### src/rtl/dmem_arbiter.sv
// Round-robin arbiter serialising per-core read/write requests onto one single-port data memory.
// Latency: mem_en one cycle after the request is sampled, ack two cycles later; 4 cycles per access.
// Backpressure: requests are held until ack; enable low blocks new grants without aborting one in flight.
module dmem_arbiter #(
    parameter int NUM_CORES = 4,
    parameter int ADDR_W    = 8,
    parameter int DATA_W    = 16
) (
    input  logic                        clk,
    input  logic                        rst,
    input  logic                        enable,
    input  logic [NUM_CORES-1:0]        core_req,
    input  logic [NUM_CORES-1:0]        core_we,
    input  logic [NUM_CORES*ADDR_W-1:0] core_addr,
    input  logic [NUM_CORES*DATA_W-1:0] core_wdata,
    output logic [NUM_CORES-1:0]        core_grant,
    output logic [NUM_CORES-1:0]        core_ack,
    output logic [DATA_W-1:0]           core_rdata,
    output logic                        mem_en,
    output logic                        mem_we,
    output logic [ADDR_W-1:0]           mem_addr,
    output logic [DATA_W-1:0]           mem_wdata,
    input  logic [DATA_W-1:0]           mem_rdata,
    output logic                        busy,
    output logic [15:0]                 xfer_count
);
    localparam int PTR_W = $clog2(NUM_CORES);
    localparam logic [PTR_W:0]   NC   = (PTR_W+1)'(NUM_CORES);
    localparam logic [PTR_W-1:0] LAST = PTR_W'(NUM_CORES - 1);

    typedef enum logic [1:0] {IDLE, ISSUE, WAIT, ACK} state_t;

    state_t           state, state_nxt;
    logic [PTR_W-1:0] ptr, win, pick;
    logic             pick_vld;
    logic             win_we;
    logic [PTR_W:0]   sum;
    logic [PTR_W-1:0] idx;

    logic [ADDR_W-1:0] addr_arr  [NUM_CORES];
    logic [DATA_W-1:0] wdata_arr [NUM_CORES];

    for (genvar g = 0; g < NUM_CORES; g++) begin : g_unpack
        assign addr_arr[g]  = core_addr[g*ADDR_W +: ADDR_W];
        assign wdata_arr[g] = core_wdata[g*DATA_W +: DATA_W];
    end

    // First requester at or above ptr, wrapping modulo NUM_CORES (not a power of two in general).
    always_comb begin
        pick     = ptr;
        pick_vld = 1'b0;
        sum      = '0;
        idx      = '0;
        for (int i = 0; i < NUM_CORES; i++) begin
            sum = {1'b0, ptr} + (PTR_W+1)'(i);
            if (sum >= NC)
                sum = sum - NC;
            idx = sum[PTR_W-1:0];
            if (!pick_vld && core_req[idx]) begin
                pick_vld = 1'b1;
                pick     = idx;
            end
        end
    end

    always_comb begin
        state_nxt = state;
        case (state)
            IDLE:    if (enable && pick_vld) state_nxt = ISSUE;
            ISSUE:   state_nxt = WAIT;
            WAIT:    state_nxt = ACK;
            ACK:     state_nxt = IDLE;
            default: state_nxt = IDLE;
        endcase
    end

    always_ff @(posedge clk) begin
        if (rst) begin
            state      <= IDLE;
            ptr        <= '0;
            win        <= '0;
            win_we     <= 1'b0;
            core_grant <= '0;
            core_ack   <= '0;
            core_rdata <= '0;
            mem_en     <= 1'b0;
            mem_we     <= 1'b0;
            mem_addr   <= '0;
            mem_wdata  <= '0;
            busy       <= 1'b0;
            xfer_count <= '0;
        end else begin
            state <= state_nxt;
            case (state)
                IDLE: begin
                    if (enable && pick_vld) begin
                        win        <= pick;
                        win_we     <= core_we[pick];
                        mem_en     <= 1'b1;
                        mem_we     <= core_we[pick];
                        mem_addr   <= addr_arr[pick];
                        mem_wdata  <= wdata_arr[pick];
                        core_grant <= NUM_CORES'(1) << pick;
                        busy       <= 1'b1;
                    end
                end
                ISSUE: begin
                    mem_en <= 1'b0;
                    mem_we <= 1'b0;
                end
                WAIT: begin
                    core_ack <= core_grant;
                    if (!win_we)
                        core_rdata <= mem_rdata;
                    ptr <= (win == LAST) ? '0 : win + 1'b1;
                    if (xfer_count != 16'hFFFF)
                        xfer_count <= xfer_count + 16'd1;
                end
                ACK: begin
                    core_ack   <= '0;
                    core_grant <= '0;
                    busy       <= 1'b0;
                end
                default: ;
            endcase
        end
    end
endmodule

### config.mk
export PLATFORM = sky130hd
export DESIGN_NAME = dmem_arbiter
export DESIGN_NICKNAME = d
export VERILOG_FILES = /design/src/rtl/dmem_arbiter.sv
export SDC_FILE = /design/constraint.sdc
export NUM_CORES = 1
export LEC_CHECK = 0
export BUFFER_PORTS_ARGS = -buffer_cell sky130_fd_sc_hd__buf_2
export CAP_MARGIN = 25
export CORE_AREA = 2 2 102 104
export DETAILED_ROUTE_END_ITERATION = 8
export DIE_AREA = 0 0 104 106
export PLACE_DENSITY = 0.73
export SLEW_MARGIN = 20
export SYNTH_ARGS = -nofsm -noshare
export SYNTH_HDL_FRONTEND = slang
export SYNTH_SLANG_ARGS = --single-unit
### constraint.sdc
create_clock -name clk -period 1.79 [get_ports clk]
set_input_delay 0.179 -clock clk [delete_from_list [all_inputs] [get_ports clk]]
set_output_delay 0.179 -clock clk [all_outputs]
set_load 0.05 [all_outputs]
Yosys cells after proc, flatten, opt, wreduce, memory -nomap -nowiden

Cells that the tools add are included.

Equal/unequal tests: 6
Reduce and logical (&&, ||, !) cells: 16
$add $sub $neg: 9
Shift-type cells: 1
Bitwise logic cells: 2
Order comparisons: 10
Mux-type cells: 39

Operator list:

| cell                                                | count |
|---|---|
| binary-select mux 16 bit (select 2 bit)             | 1 |
| 2-to-1 mux 16 bit                                   | 2 |
| 2-to-1 mux 2 bit                                    | 10 |
| adder 16 x 1 -> 16 bit, second input constant       | 1 |
| binary-select mux 8 bit (select 2 bit)              | 1 |
| 2-to-1 mux 8 bit                                    | 2 |
| inequality test 16 bit, second input constant       | 1 |
| one-hot mux 4 bit (2 select lines)                  | 2 |
| < comparator 2 x 3 -> 1 bit, second input constant  | 5 |
| >= comparator 3 bit, second input constant          | 4 |
| 2-to-1 mux 1 bit                                    | 11 |
| binary-select mux 1 bit (select 2 bit)              | 5 |
| AND reduction 2 bit                                 | 5 |
| one-hot mux 2 bit (4 select lines)                  | 1 |
| subtractor 2 x 1 -> 2 bit, second input constant    | 4 |
| adder 2 x 2 -> 3 bit, second input constant         | 2 |
| equality test 2 bit, second input constant          | 3 |
| one-hot mux 1 bit (2 select lines)                  | 3 |
| nonzero test 2 bit                                  | 3 |
| logical AND 1 bit                                   | 4 |
| 2-to-1 mux 4 bit                                    | 1 |
| left shift 1 x 2 -> 4 bit, first input constant     | 1 |
| adder 2 x 1 -> 3 bit, second input constant         | 1 |
| >= comparator 2 x 3 -> 1 bit, second input constant | 1 |
| 7 further kinds                                     | 9 |

Register bits after elaboration: 74
Input bits: 123
Output and inout port bits: 67
Logic and storage cells: 96

Depth between registers and ports, before layout

Depth after elaboration: 18
Gate-level depth with buffers: 8
Gate-level depth less buffers: 7

Worst setup path after synthesis

No wires, ideal clock.

Path type: register -> register
Start: register xfer_count[6]
End: register xfer_count[1]
Period minus slack after synthesis: 1.918 ns
Buffers on the path: 0
Library setup time: 0.128 ns
Required time: 1.662 ns
Cell stages (with the launch flop): 6
Arrival: 1.790 ns
Slack: -0.128 ns
Cells stage by stage: dfxtp_1 -> and4_1 -> nand3_1 -> o21ai_0 -> mux2i_1 -> nor2_1

Word-level cells in the longest chain between the ends: 2

RTL lines:

| what                          | line | source |
|---|---|---|
| start: declaration            | 25   | `output logic [15:0] xfer_count` |
| start signal: assignment      | 117  | `xfer_count <= xfer_count + 16'd1;` |
| inequality test 16 bit        | 116  | `if (xfer_count != 16'hFFFF)` |
| AND reduction 2 bit (no line) | n/a  |  |

No other way between the ends.
A chain may end at the register's enable or synchronous reset.

Final worst setup path

Start: register ptr[1]
End: register mem_wdata[10]

Word-level cells in the longest chain between the ends: 18
Elaborated cells on any way between the ends: 43
Classes of those cells: add/sub (7); order compare (4); mux (23); bitwise (1); reduce/logical (8)

RTL lines:

| what                                                          | line | source |
|---|---|---|
| start: declaration                                            | 34   | `logic [PTR_W-1:0] ptr, win, pick;` |
| start signal: assignment                                      | 115  | `ptr <= (win == LAST) ? '0 : win + 1'b1;` |
| branches (longest 18 deep; another with adder 2 x 1 -> 3 bit) | n/a  |  |
| end signal: assignment                                        | 102  | `mem_wdata <= wdata_arr[pick];` |
| end: declaration                                              | 22   | `output logic [DATA_W-1:0] mem_wdata,` |

Several ways; the timed one is not identified. The select of a mux whose other input is x is not followed.

==> results by group <==
Outcome
  • Status: complete, but fails checks
  • Failing checks: negative setup slack

Timing
  • Slew Viols, Final: 0
  • Clock Skew: 0.0102 ns
  • Final worst-path cycle share: 1.00
  • Max-slew headroom: 0.631
  • RSZ-0062 raised after global routing: yes
  • Final hold vios: 0
  • Final setup margin: -0.00771 ns
  • Worst Tran Pin Value: 0.548 ns
  • Min Tclk post-route: 1.80 ns
  • FMAX: 556 MHz
  • # setup viols final: 1
  • Hold WS: 0.0756 ns

Clock tree
  • CTS root buf: clkbuf_8
  • Num Clock Sinks: 74
  • Clk buf depth: 2
  • CTS tree: yes
  • Cts hold-fix bufs: 0
  • Clock-pin slew on the worst setup and hold paths: 0.08 ns
  • Later-pin clock latency in the skew report: 0.34 ns
  • H-Tree Depth: 3
  • Num CTS Buffers: 9

Route
  • Detailed-route DRC error count: 0
  • Vias: 4056
  • Antenna Violating Nets Remaining: 0
  • DR iter-0 viols: 192
  • Drt pass-1 iters: 4
  • Wire per inst: 15.0 µm
  • DRT Wirelength: 11.8 mm
  • Vias per cell: 5.15

Hold path
  • Hold Crit Class: primary input to register
  • Hold path cells: 3
  • Worst Hold Launch: mem_rdata[5]
  • Hold EP: core_rdata[5]

Finish
  • Area Overhead vs Synth: 42.0%
  • Final nets: 776
  • Leading cell type in the layout, fill and taps excluded: buf_2
  • Inserted Diodes: 0
  • Final instance area: 5560 µm²
  • Layout cells sized above 1: 0.447
  • Most frequent cells in the layout: buf_2 (189), dfxtp_1 (65), nand2_1 (61)

Flow run
  • Max-Cap Viols: 0

Placement
  • Detailed Place HPWL: 8.52 mm
  • Area of placed instances: 5120 µm²
  • Buffers on Ports: 189
  • Gpl congestion: 0.851

Logic synthesis
  • Ys flop type: dfxtp_1
  • Post-synth cell types: 45
  • Largest family of logic cells by synthesized area: compound AO/OA/AOI/OAI gates
  • Syn Area/Cell: 8.78 µm²
  • Synth top area cells: dfxtp_1 (38%), mux2i_1 (8.4%), nand2_1 (5.8%)
  • YS warnings: 0
  • Adder-Cell Fraction of Synth Area: 0.0224
  • Compound-Gate Fraction of Synth Area: 0.229
  • Number of synthesized flops with an enable pin: 0
  • Async set-or-reset flop fraction in the synthesized netlist: 0
  • Xor and xnor area share after synthesis: 0.0291
  • Total nets after synthesis: 576
  • Post-synth top area share: 0.378
  • Mux share of post-synthesis cell area: 0.0844
  • Post-synth top area cell: dfxtp_1
  • Post-synthesis sequential area ratio: 0.378
  • FF+latch count, synth: 74
  • Synthesized cell area: 3920 µm²
  • Gate Count Post-Synth: 446
  • Synth Area in Simple Gates: 0.205

Die
  • Core ar.: 10000 µm²
  • Row count: 37
  • Io pins: 190
  • Horiz. Die Dim: 104 µm
  • Starting Density: 0.392
  • Die Height: 106 µm
  • Die area: 11000 µm²

Setup path
  • Critical path arrival: 2.02 ns
  • Number of cells on the worst reg-to-reg path: 6
  • Critical path class: register to register
  • Worst EP required: 2.01 ns
  • CP startpoint: ptr[1]
  • Critical Path Start Type: register
  • Critical R2R Launch: ptr[1]
  • R2R Setup Slk: -0.008 ns
  • CP Capture Type: register
  • Worst R2R End: mem_wdata[10]
  • CP max FO: 15

Global routing
  • Largest net degree at the start of global routing: 49
  • GRT Overall Usage: 0.204
  • Number of global-route vias before repair: 3847
  • GRT overflow: 0
  • Initial antenna violation count: 0
  • First-pass GRT wire length: 18.4 mm

Pwr
  • VDD IR max: 0.000460 V
  • Leak pwr: 2.62 nW
  • PD cells: 1140 nW/µm²
  • Pwr Total: 6.36 mW
## worst max-delay path: stages (launching register included)
cell      delay (ns)
dfxtp_2         0.33
and3b_1         0.18
or4_4           0.46
buf_12          0.19
nand2_8         0.17
mux2i_2         0.27
o211ai_2        0.09
## report_power, final
group	total, mW	internal (mW)	leakage [nW]	switching, mW
sequential	2.09	1.93	0.606	0.164
combinational	2.74	0.920	1.89	1.82
clock	1.53	0.920	0.120	0.609
total	6.36	3.77	2.62	2.59
## Yosys cell counts (2+ instances only)
master and n:
nand4_1 3, nor2_1 32, xor2_1 10, ha_1 7, and3_1 31, nand3_1 9
nand4b_1 2, o211ai_1 11, inv_1 4, and2_1 3, a21boi_0 25, and4_1 3
a211oi_2 2, o21bai_1 2, nor2b_1 5, o21ai_1 24, o211ai_2 18, clkbuf_1 18
mux2i_1 33, nand2_1 61, a211oi_1 2, a32oi_1 4, o31ai_1 2, buf_12 2
nand2b_1 2, dfxtp_1 74, buf_6 4, buf_1 4, nor3_1 6, xnor2_1 3
a21oi_1 22, buf_4 2, o21ai_0 4
## cell type report
| class | count | area (µm²) |
|---|---|---|
| fillers | 933 | 4440 |
| multi-input cells | 339 | 2370 |
| inverters | 4 | 15.0 |
| clock buffers | 10 | 128 |
| clock inverters | 6 | 105 |
| flip-flops and latches | 74 | 1490 |
| well taps | 136 | 170 |
| repair buffers | 218 | 1280 |
## what timing repair did
item	CTS	global route
pin swaps	2	1
gates cloned	3	1
endpoints found under the setup margin	28	29
resized for setup	2	33
buffers inserted	0	1
## worst max-delay path by stage
| stage | to | slack [ns] | cells past startpoint |
|---|---|---|---|
| 2_1_floorplan | xfer_count[7] | 0.0009 | 5 |
| 3_3_place_gp | mem_addr[0] | -0.11 | 7 |
| 3_5_place_dp | mem_addr[3] | -0.17 | 7 |
| 4_1_cts | mem_wdata[11] | -0.003 | 6 |
| 5_1_grt | mem_wdata[2] | -0.06 | 7 |
| 6_report | mem_wdata[10] | -0.008 | 6 |
## kinds of logic (layout without fill, tap and decap cells)
family / after synthesis / in the layout
and+or+nand+nor: 163 / 165
AOI/OAI and AO/OA: 121 / 121
DFF: 74 / 74
buffers and inverters: 35 / 238
muxes: 33 / 33
xor gates and xnor gates: 13 / 13
adders and majority gates: 7 / 7
## per-stage QoR
step	utilization	setup slack [ns]	instances	setup TNS [ns]
final	0.556	-0.00771	787	-0.00771
after global routing	0.556	-0.0623	787	-0.880
after CTS	0.544	-0.00330	785	-0.00590
after detailed placement	0.512	-0.171	766	-3.87
after global placement	0.512	-0.109	766	-2.67
after floorplan	-	0.000894	446	0
## metal layers
layer | GRT usage | vias to the layer above | routed length [µm] | share of wire
li1 | - | 2002 | - | -
met1 | 0.248 | 1869 | 4930 | 0.42
met2 | 0.350 | 162 | 5880 | 0.50
met3 | 0.0386 | 23 | 709 | 0.060
met4 | 0.0907 | 0 | 324 | 0.027
met5 | 0 | - | 0 | 0
## sequential cells by signal (all words and copies together) (netlist names), 2 cells and up
name and cells:
core_ack 4, core_grant 4, core_rdata 16, mem_addr 8, mem_wdata 16, ptr 2
state 2, win 2, xfer_count 16
Note: power is estimated with default switching activity, not from simulation.
